$ cat src/rtl/muldiv_hilo_unit.sv
// muldiv_hilo_unit: iterative MULT/MULTU/DIV/DIVU engine holding the
// architectural HI/LO registers. Operands are reduced to magnitudes on
// start, iterated one bit per cycle, then sign-corrected on the way into HI/LO.
module muldiv_hilo_unit #(
    parameter int WIDTH = 32,
    parameter int CNT_W = $clog2(WIDTH + 1)
) (
    input  logic             clk,
    input  logic             rst_n,
    input  logic             start,
    input  logic [1:0]       op,
    input  logic [WIDTH-1:0] a,
    input  logic [WIDTH-1:0] b,
    input  logic             hi_we,
    input  logic             lo_we,
    input  logic [WIDTH-1:0] wdata,
    output logic [WIDTH-1:0] hi,
    output logic [WIDTH-1:0] lo,
    output logic             busy,
    output logic             done,
    output logic             div0
);

    typedef enum logic [1:0] {
        IDLE,
        CALC,
        FIX
    } state_t;

    state_t state, state_nx;

    // acc holds {product} for multiply, {remainder, quotient} for divide
    logic [2*WIDTH-1:0] acc;
    logic [2*WIDTH-1:0] acc_step;
    logic [WIDTH-1:0]   mcand;     // multiplicand or divisor magnitude
    logic [WIDTH-1:0]   a_raw;     // dividend as sampled, returned on divide-by-zero
    logic               is_div;
    logic               neg_res;
    logic               neg_rem;
    logic               div_zero;
    logic [CNT_W-1:0]   cnt;

    logic               op_signed;
    logic [WIDTH-1:0]   a_mag;
    logic [WIDTH-1:0]   b_mag;

    logic [WIDTH:0]     mul_sum;
    logic [WIDTH:0]     div_rsh;
    logic [WIDTH:0]     div_diff;

    logic [2*WIDTH-1:0] prod_fix;
    logic [WIDTH-1:0]   res_hi;
    logic [WIDTH-1:0]   res_lo;

    assign op_signed = ~op[0];
    assign a_mag     = (op_signed && a[WIDTH-1]) ? -a : a;
    assign b_mag     = (op_signed && b[WIDTH-1]) ? -b : b;
    assign busy      = (state != IDLE);

    // State register
    always_ff @(posedge clk) begin
        if (!rst_n) begin
            state <= IDLE;
        end else begin
            state <= state_nx;
        end
    end

    // Next-state: IDLE -> CALC on start, CALC for WIDTH iterations, one FIX cycle
    always_comb begin
        state_nx = state;
        case (state)
            IDLE:    if (start) state_nx = CALC;
            CALC:    if (cnt == CNT_W'(WIDTH - 1)) state_nx = FIX;
            FIX:     state_nx = IDLE;
            default: state_nx = IDLE;
        endcase
    end

    // One shift-add (multiply) or restoring-subtract (divide) step
    always_comb begin
        mul_sum  = {1'b0, acc[2*WIDTH-1:WIDTH]} + (acc[0] ? {1'b0, mcand} : {(WIDTH+1){1'b0}});
        div_rsh  = acc[2*WIDTH-1:WIDTH-1];
        div_diff = div_rsh - {1'b0, mcand};
        acc_step = {mul_sum, acc[WIDTH-1:1]};
        if (is_div) begin
            if (div_rsh >= {1'b0, mcand}) begin
                acc_step = {div_diff[WIDTH-1:0], acc[WIDTH-2:0], 1'b1};
            end else begin
                acc_step = {div_rsh[WIDTH-1:0], acc[WIDTH-2:0], 1'b0};
            end
        end
    end

    // Sign correction of the magnitude result; divide-by-zero bypasses it
    always_comb begin
        prod_fix = neg_res ? -acc : acc;
        res_hi   = prod_fix[2*WIDTH-1:WIDTH];
        res_lo   = prod_fix[WIDTH-1:0];
        if (is_div) begin
            if (div_zero) begin
                res_hi = a_raw;
                res_lo = '1;
            end else begin
                res_hi = neg_rem ? -acc[2*WIDTH-1:WIDTH] : acc[2*WIDTH-1:WIDTH];
                res_lo = neg_res ? -acc[WIDTH-1:0] : acc[WIDTH-1:0];
            end
        end
    end

    // Datapath, HI/LO and status registers
    always_ff @(posedge clk) begin
        if (!rst_n) begin
            acc      <= '0;
            mcand    <= '0;
            a_raw    <= '0;
            is_div   <= 1'b0;
            neg_res  <= 1'b0;
            neg_rem  <= 1'b0;
            div_zero <= 1'b0;
            cnt      <= '0;
            hi       <= '0;
            lo       <= '0;
            done     <= 1'b0;
            div0     <= 1'b0;
        end else begin
            done <= 1'b0;
            case (state)
                IDLE: begin
                    if (start) begin
                        // dividend (a) or multiplier (b) enters the low half of acc
                        acc      <= {{WIDTH{1'b0}}, (op[1] ? a_mag : b_mag)};
                        mcand    <= op[1] ? b_mag : a_mag;
                        a_raw    <= a;
                        is_div   <= op[1];
                        neg_res  <= op_signed & (a[WIDTH-1] ^ b[WIDTH-1]);
                        neg_rem  <= op_signed & a[WIDTH-1];
                        div_zero <= op[1] & (b == '0);
                        cnt      <= '0;
                        div0     <= 1'b0;
                    end else begin
                        if (hi_we) hi <= wdata;
                        if (lo_we) lo <= wdata;
                    end
                end
                CALC: begin
                    acc <= acc_step;
                    cnt <= cnt + 1'b1;
                end
                FIX: begin
                    hi   <= res_hi;
                    lo   <= res_lo;
                    done <= 1'b1;
                    div0 <= div_zero;
                end
                default: ;
            endcase
        end
    end

endmodule

$ cat config.mk
export PLATFORM = sky130hd
export DESIGN_NAME = muldiv_hilo_unit
export DESIGN_NICKNAME = d
export VERILOG_FILES = /design/src/rtl/muldiv_hilo_unit.sv
export SDC_FILE = /design/constraint.sdc
export NUM_CORES = 1
export LEC_CHECK = 0
export ABC_AREA = 1
export BUFFER_PORTS_ARGS = -buffer_cell sky130_fd_sc_hd__buf_2
export CORE_ASPECT_RATIO = 2
export CORE_MARGIN = 10
export CORE_UTILIZATION = 40
export DETAILED_ROUTE_END_ITERATION = 10
export GPL_TIMING_DRIVEN = 0
export HOLD_SLACK_MARGIN = 0.15
export PLACE_DENSITY = 0.54
export SETUP_SLACK_MARGIN = 0.5
export SKIP_LAST_GASP = 1
export SYNTH_ARGS = -nofsm -noshare
export SYNTH_HDL_FRONTEND = slang
export SYNTH_SLANG_ARGS = --single-unit
$ cat constraint.sdc
create_clock -name clk -period 3.4 [get_ports clk]
set_input_delay 0.51 -clock clk [delete_from_list [all_inputs] [get_ports clk]]
set_output_delay 0.51 -clock clk [all_outputs]
set_load 0.02 [all_outputs]
After elaboration in Yosys (flattened, before gate mapping)
Index checks and enable logic that the tools add are counted.
Storage, ports and cells
  register bits: 206
Operators by class
  $add $sub $neg: 8
  reduce and logical (&&, ||, !) cells: 13
  muxes and demuxes: 30
  $lt $le $gt $ge: 1
  bitwise operators: 5
  equal/unequal tests: 8
Operators with widths (count)
  two-way mux 32 bit: 15
  two-way mux 64 bit: 4
  negation 32 bit: 4
  case mux 32 bit (2 select lines): 2
  case mux 64 bit (2 select lines): 1
  negation 64 bit: 1
  adder 32 x 32 -> 33 bit: 1
  >= comparator 33 x 32 -> 1 bit: 1
  logical NOT 32 bit: 1
  subtractor 32 bit: 1
  case mux 6 bit (2 select lines): 1
  != test 2 bit, second input constant: 5
  AND reduction 2 bit: 4
  adder 6 x 1 -> 6 bit, second input constant: 1
  equality test 6 x 5 -> 1 bit, second input constant: 1
  two-way mux 6 bit: 1
  AND reduction 3 bit: 2
  nonzero test 2 bit: 3
  two-way mux 2 bit: 2
  case mux 2 bit (2 select lines): 1
  bitwise AND 1 bit: 3
  equality test 2 x 1 -> 1 bit, second input constant: 1
  equality test 2 bit, second input constant: 1
  logical AND 1 bit: 2
  other kinds (5): 6

Logic depth before layout (Yosys ltp)
Gate-level depths: netlist of the first run.
  depth after elaboration: 6
  gate-level depth with buffers: 20
  depth with buffers taken out: 18

Worst setup path after synthesis of the first run
Ideal clock, no wire load.
  path kind: register to register
  start: register acc[0]
  end: register acc[53]
  data arrival time: 2.431 ns
  setup slack: 0.837 ns
  path buffers: 2
  data required time: 3.268 ns
  stages on the path, launching flop included: 20
  cell sequence: dfxtp_1 -> buf_6 -> clkbuf_1 -> nand2_1 -> inv_1 -> ha_1 -> inv_1 -> fa_1 -> o21ai_0 -> nand2_1 -> nand2_1 -> nand2_1 -> nand2_1 -> nand2_1 -> nand3_1 -> nand3_1 -> nand2_1 -> inv_1 -> nand2_1 -> a21oi_1
Between the ends
  word-level cells in the longest chain between the ends: 4
RTL lines
  start: declaration: RTL line 33  | logic [2*WIDTH-1:0] acc;
  start signal: assignment: RTL line 132  | acc <= {{WIDTH{1'b0}}, (op[1] ? a_mag : b_mag)};
  start signal: assignment: RTL line 147  | acc <= acc_step;
  two-way mux 32 bit: RTL line 82  | mul_sum = {1'b0, acc[2*WIDTH-1:WIDTH]} + (acc[0] ? {1'b0, mcand} : {(WIDTH+1){1'b0}});
  adder 32 x 32 -> 33 bit: RTL line 82
  two-way mux 64 bit: RTL line 86  | if (is_div) begin
  case mux 64 bit (2 select lines): RTL line 128  | case (state)
Every way passes these cells.
A chain may end at the register's enable or synchronous reset.

Worst setup path after layout of the first run
  start: register acc[41]
  end: register hi[15]
Between the ends
  word-level cells in the longest chain between the ends: 5
RTL lines
  negation 32 bit: RTL line 105  | res_hi = neg_rem ? -acc[2*WIDTH-1:WIDTH] : acc[2*WIDTH-1:WIDTH];
  two-way mux 32 bit: RTL line 105
  two-way mux 32 bit: RTL line 101  | if (div_zero) begin
  two-way mux 32 bit (*): RTL line 100  | if (is_div) begin
  case mux 32 bit (2 select lines) (*): RTL line 128
  end signal: assignment: RTL line 142  | if (hi_we) hi <= wdata;
  end signal: assignment: RTL line 151  | hi <= res_hi;
  end: declaration: RTL line 17  | output logic [WIDTH-1:0] hi,
Every way passes the cells marked *; elsewhere a longest branch is shown, timed or not.

==> flow_metrics.env, run 1 <==
export IMPL_status="completed"
export IMPL_drive_above_1_share_pct=12.3
export IMPL_drc=0
export IMPL_power_density_nw_per_um2=406
export IMPL_synth_largest_area_cell="dfxtp_1"
export IMPL_clk_path_buf_depth=3
export IMPL_reg2reg_from="acc[41]"
export IMPL_hold_start="op[0]"
export IMPL_wl_per_cell_um=28.4
export IMPL_synth_top_area_share_pct=21.1
export IMPL_synth_commonest_cells="nand2_1 (939), inv_1 (464), nor2_1 (360), a21oi_1 (342), o21ai_0 (317)"
export IMPL_synth_flop_cell="dfxtp_1"
export IMPL_drt_iter0_drc=2970
export IMPL_fp_coreArea_sq_um=48400
export IMPL_via_count=25850
export IMPL_dieArea_sq_um=58700
export IMPL_yosys_warnings=0
export IMPL_cp_startpoint="acc[41]"
export IMPL_arrival_ps=3410
export IMPL_hold_class="input pin to register"
export IMPL_fmax_ghz=0.345
export IMPL_synth_seq_cells=206
export IMPL_drtAntennaViolNets=0
export IMPL_fin_util_pct=47.4
export IMPL_fp_dieW_um=176
export IMPL_rrSetupSlack_ps=500
export IMPL_synthArstFlopShare_pct=0
export IMPL_cts_buffers=21
export IMPL_grt_overflow=0
export IMPL_clkSinkCount=206
export IMPL_viasPerCell=5.91
export IMPL_fin_skew_ps=27.6
export IMPL_fp_dieH_um=333
export IMPL_dp_slack_ps=-386
export IMPL_cts_root_buf="clkbuf_16"
export IMPL_rsz0062_at_grt="true"
export IMPL_clkSlewWorstSetupHoldPaths_ps=70
export IMPL_grt_pass1_wl_um=174000
export IMPL_synth_most_common_cell="nand2_1"
export IMPL_syn_inst=3491
export IMPL_layout_setup_ws_ps=503
export IMPL_ys_types=54
export IMPL_ir_worst_vdd_v=0.000339
export IMPL_worstMarginPinSlew_ps=1480
export IMPL_finalMaxSlewViolations=0
export IMPL_synth_seq_area_share_pct=21.1
export IMPL_slew_headroom_pct=1.53
export IMPL_cp_slowest_cell="dfxtp_1"
export IMPL_io_pins=170
export IMPL_crit_chain="clkinvlp_4, nand3_1, nor2_1, nand2_1, nor2_1, nand2_1, nand2_1, a21oi_1, o21ai_0, nand2_1, nand2_1, a21oi_1"
export IMPL_layout_nets=3889
export IMPL_syn_mean_instance_area_sq_um=5.61
export IMPL_place_area_sq_um=21200
export IMPL_end_kind="register"
export IMPL_hold_slack_ps=200
export IMPL_synth_area_top_cells="dfxtp_1 (21%), nand2_1 (18%), inv_1 (8.9%)"
export IMPL_initial_core_util_pct=40.5
export IMPL_cts_tree="built"
export IMPL_firstDrtPassIters=10
export IMPL_h_tree_depth=1
export IMPL_syn_nets=3665
export IMPL_synth_edf_count=0
export IMPL_fin_crit_sh_pct=85.2
export IMPL_cap_viol_max_count=0
export IMPL_wl_um=124000
export IMPL_critPathMaxStageDelay_ps=670
export IMPL_design_area_sq_um=22900
export IMPL_period_minus_slack_ps=2900
export IMPL_crit_fanout=5
export IMPL_worstSkewPairLatency_ps=600
export IMPL_post_dp_hpwl_um=101000
export IMPL_gp_congestion=1.14
export IMPL_p_leak_uw=0.0110
export IMPL_area_growth_syn_to_layout_pct=17.1
export IMPL_grt_start_max_net_pins=15
export IMPL_floorplan_rows=114
export IMPL_setup_viol=0
export IMPL_numPortBuffers=169
export IMPL_grt_pass1_vias=25067
export IMPL_cp_common_cell="nand2_1"
export IMPL_n_fill_cell=5359
export IMPL_critPathKind="register to register"
export IMPL_grt_total_usage_pct=41.0
export IMPL_synth_area_sq_um=19600
export IMPL_critPathLaunchType="register"
export IMPL_antenna_found_initial=9
export IMPL_hold_viol=0
export IMPL_cp_required_ps=3910
[through the flow]
step / power [uW] / setup TNS [ps] / std cells
floorplan: 4840 / 0 / 3491
global placement: 6300 / -2480 / 4298
detailed placement: 6320 / -2660 / 4298
CTS: 8920 / 0 / 4341
global route: 9590 / 0 / 4367
finish: 9300 / 0 / 4371
[cell type report]
| cell class | count | area (sq um) | area share, % |
|---|---|---|---|
| repair buffers | 201 | 1120 | 4.90 |
| plain buffers | 151 | 673 | 2.94 |
| inverters | 471 | 1800 | 7.84 |
| clock inverters | 9 | 159 | 0.694 |
| multi-input cells | 2663 | 13600 | 59.3 |
| clock buffers | 28 | 582 | 2.54 |
| well taps | 638 | 798 | 3.48 |
| flip-flops and latches | 206 | 4180 | 18.3 |
| diodes | 4 | 10.0 | 0.0437 |
[final timing paths]
kind	to	depth (start not counted)
setup / recovery	hi[15]	12
hold / removal	neg_res	2
setup reg to reg	hi[15]	12
hold reg to reg	a_raw[28]	2
[routing by layer]
| layer | routed length, um | share of wire (%) | GRT usage (%) |
|---|---|---|---|
| met5 | 67 | 0.054 | 0 |
| met4 | 18000 | 15 | 47.0 |
| met3 | 9990 | 8.1 | 10.1 |
| met2 | 58600 | 47 | 69.3 |
| met1 | 37300 | 30 | 36.9 |
[report_power, final]
| part | leakage (uW) | internal [uW] | switching [uW] | total, uW |
|---|---|---|---|---|
| logic | 0.00898 | 1020 | 2730 | 3740 |
| clock network | 0.000358 | 1510 | 1150 | 2660 |
| registers | 0.00171 | 2610 | 285 | 2890 |
| total | 0.0110 | 5140 | 4160 | 9300 |
[placed cells by master (no fill, tap or decap), drive strengths merged, types with 4 or more instances in the layout]
cell      count
o22ai        12
a31oi        16
bufinv        4
diode         4
a22oi        15
nor3         32
nand4        41
or2          10
o221ai        5
xor2         63
o21a          5
buf         239
nand2       948
inv         462
and2          5
xnor2         9
nand3b       16
o211ai       32
o21bai       13
nor2        375
clkbuf      141
ha           69
a21oi       344
nand3       298
o21ai       333
dfxtp       206
clkinv        6
clkinvlp      8
[critical path: cells and delay by family, from the launching register on]
family	cells	cell delay, ps
and+or+nand+nor	8	1360
DFF	1	670
buffers and inverters	1	340
AOI/OAI and AO/OA	3	430
[kinds of logic (layout without fill, tap and decap cells)]
logic type,Yosys count,in the layout,synth area share [%]
flops,206,206,21.1
simple gates,1730,1730,37.2
other cells,0,4,0
compound gates,790,790,21.6
fa+ha+maj,71,71,4.62
buf+inv,622,860,12.3
xor+xnor,72,72,3.22
[repair_timing]
item | CTS | global route
pin swaps | 3 | 15
hold buffers | 0 | 0
setup endpoints to repair | 67 | 62
resized for setup | 63 | 153
buffers inserted | 6 | 26
hold endpoints to repair | 0 | 0
[state kept, by name, summed over array words and instances (netlist names)]
name and flops:
a_raw 32, mcand 32, done 1, acc 64, lo 32, div0 1
neg_res 1, is_div 1, state 2, neg_rem 1, div_zero 1, hi 32
cnt 6
No activity file was read; power rests on OpenSTA's default activity.
==> run 2, diff against run 1 <==
PLACE_DENSITY = 0.56   (was 0.54)
clock period = 2.53 ns   (was 3.4 ns; I/O delays follow)
==> flow_metrics.env, run 2 (synthesis results as in run 1) <==
export IMPL_drt_iter0_drc=3407
export IMPL_crit_fanout=11
export IMPL_grt_start_max_net_pins=16
export IMPL_dp_slack_ps=-828
export IMPL_grt_overflow=0
export IMPL_fmax_ghz=0.363
export IMPL_fp_coreArea_sq_um=48400
export IMPL_fp_dieH_um=333
export IMPL_firstDrtPassIters=6
export IMPL_antenna_found_initial=9
export IMPL_worstMarginPinSlew_ps=1450
export IMPL_swShare_pct=45.6
export IMPL_fp_dieW_um=176
export IMPL_fin_crit_sh_pct=109
export IMPL_largest_reg_flops=64
export IMPL_ir_worst_vdd_v=0.000461
export IMPL_combPwrFrac_pct=46.2
export IMPL_hold_slack_ps=172
export IMPL_slew_headroom_pct=2.55
export IMPL_drive_above_1_share_pct=25.1
export IMPL_grt_pass1_vias=25662
export IMPL_p_leak_uw=0.0121
export IMPL_wl_per_cell_um=29.4
export IMPL_grt_pass1_wl_um=180000
export IMPL_fin_skew_ps=23.5
export IMPL_final_cell_mix="nand2_1 (822), inv_1 (428), nor2_1 (290), o21ai_0 (281), a21oi_1 (280)"
export IMPL_cts_root_buf="clkbuf_16"
export IMPL_cap_viol_max_count=0
export IMPL_setup_viol=31
export IMPL_place_area_sq_um=21600
export IMPL_critPathKind="register to register"
export IMPL_clkSinkCount=206
export IMPL_hold_viol=0
export IMPL_gp_congestion=1.13
export IMPL_critPathLaunchType="register"
export IMPL_rrSetupSlack_ps=-220
export IMPL_period_minus_slack_ps=2750
export IMPL_finalMaxSlewViolations=0
export IMPL_dieArea_sq_um=58700
export IMPL_power_share_clock_pct=25.3
export IMPL_drtAntennaViolNets=0
export IMPL_layout_commonest_cell="nand2_1"
export IMPL_clk_path_buf_depth=3
export IMPL_initial_core_util_pct=40.5
export IMPL_power_density_nw_per_um2=523
export IMPL_failed_checks="setup timing"
export IMPL_wl_um=131000
export IMPL_design_area_sq_um=26100
export IMPL_grt_total_usage_pct=42.2
export IMPL_netSwitchingPower_uw=6230
export IMPL_cp_required_ps=2970
export IMPL_layout_nets=3971
export IMPL_post_dp_hpwl_um=102000
export IMPL_numPortBuffers=169
export IMPL_p_seq_share_pct=28.6
export IMPL_arrival_ps=3200
export IMPL_end_kind="register"
export IMPL_status="finished with violations"
export IMPL_hold_class="input pin to register"
export IMPL_rsz0062_at_grt="true"
export IMPL_layout_setup_ws_ps=-223
export IMPL_area_growth_syn_to_layout_pct=33.5
export IMPL_h_tree_depth=1
export IMPL_clkSlewWorstSetupHoldPaths_ps=60
export IMPL_io_pins=170
export IMPL_viasPerCell=6.08
export IMPL_worstSkewPairLatency_ps=580
export IMPL_floorplan_rows=114
export IMPL_p_int_uw=7440
export IMPL_top_register="acc"
export IMPL_cts_tree="built"
export IMPL_via_count=27099
export IMPL_drc=0
export IMPL_cts_buffers=21
-- run 2: cell count changes in the layout (fill, tap and decap cells not counted), moves of 33 or more --
cell	change
nand2_1	-102
nand3_1	-71
nor2_1	-52
clkbuf_1	-33
ha_4	+41
a21oi_1	-48
buf_4	+58
a21oi_2	+45
nand2_2	+64
ha_1	-42
nand3_2	+53
nand2_4	+33
-- run 2: power by group through the flow --
stage	clock network [uW]	registers (uW)	logic, uW
final	3450	3900	6310
after global placement	0	3910	4640
after CTS	3400	3850	5250
after detailed placement	0	3920	4670
after floorplan	0	3830	2730
after global routing	3500	3900	6570
-- run 2: what timing repair did --
item	CTS	global route
hold buffers	3	0
setup buffers	49	56
endpoints found under the hold margin	4	0
setup endpoints to repair	163	190
cloned	4	2
resized for setup	321	509
pin swaps	39	131
-- run 2: worst max-delay path, stage by stage, from the launching register on --
cell and delay (ps):
dfxtp_1 310, clkbuf_4 270, nand2_1 250, clkbuf_1 760, nand3_1 610, a21oi_1 320, a21oi_1 90
-- run 2: cell type report --
| class | count | area (sq um) |
|---|---|---|
| Fill cell | 5055 | 22200 |
| Multi-Input combinational cell | 2663 | 15700 |
| Sequential cell | 206 | 4280 |
| Timing Repair Buffer | 283 | 1980 |
| Inverter | 471 | 1850 |
| Buffer | 151 | 818 |
| Tap cell | 638 | 798 |
| Clock buffer | 24 | 557 |
| Clock inverter | 12 | 151 |
| Antenna cell | 7 | 17.5 |
-- run 2: path summary, 6_finish.rpt --
kind	to	cells past startpoint	startpoint
min	a_raw[8]	3	a[8]
max	lo[6]	6	is_div
max reg2reg	lo[6]	6	is_div
min reg2reg	a_raw[29]	2	a_raw[29]
-- run 2: layer usage --
| layer | global-route usage [%] | wire length (um) | up-vias |
|---|---|---|---|
| li1 | - | - | 12020 |
| met2 | 72.0 | 62400 | 1880 |
| met1 | 37.4 | 38500 | 12411 |
| met3 | 10.2 | 11100 | 782 |
| met4 | 48.9 | 18900 | 6 |
| met5 | 0 | 38 | - |
-- run 2: metrics by stage --
step                      util, %  std cells  TNS [ps]  total power [uW]
after floorplan                 -       3491         0              6560
after global placement       44.6       4298    -37090              8550
after detailed placement     44.6       4298    -39040              8590
after CTS                    49.5       4390     -1280             12500
after global routing         54.0       4448     -5140             14000
final                        54.0       4455     -1950             13700
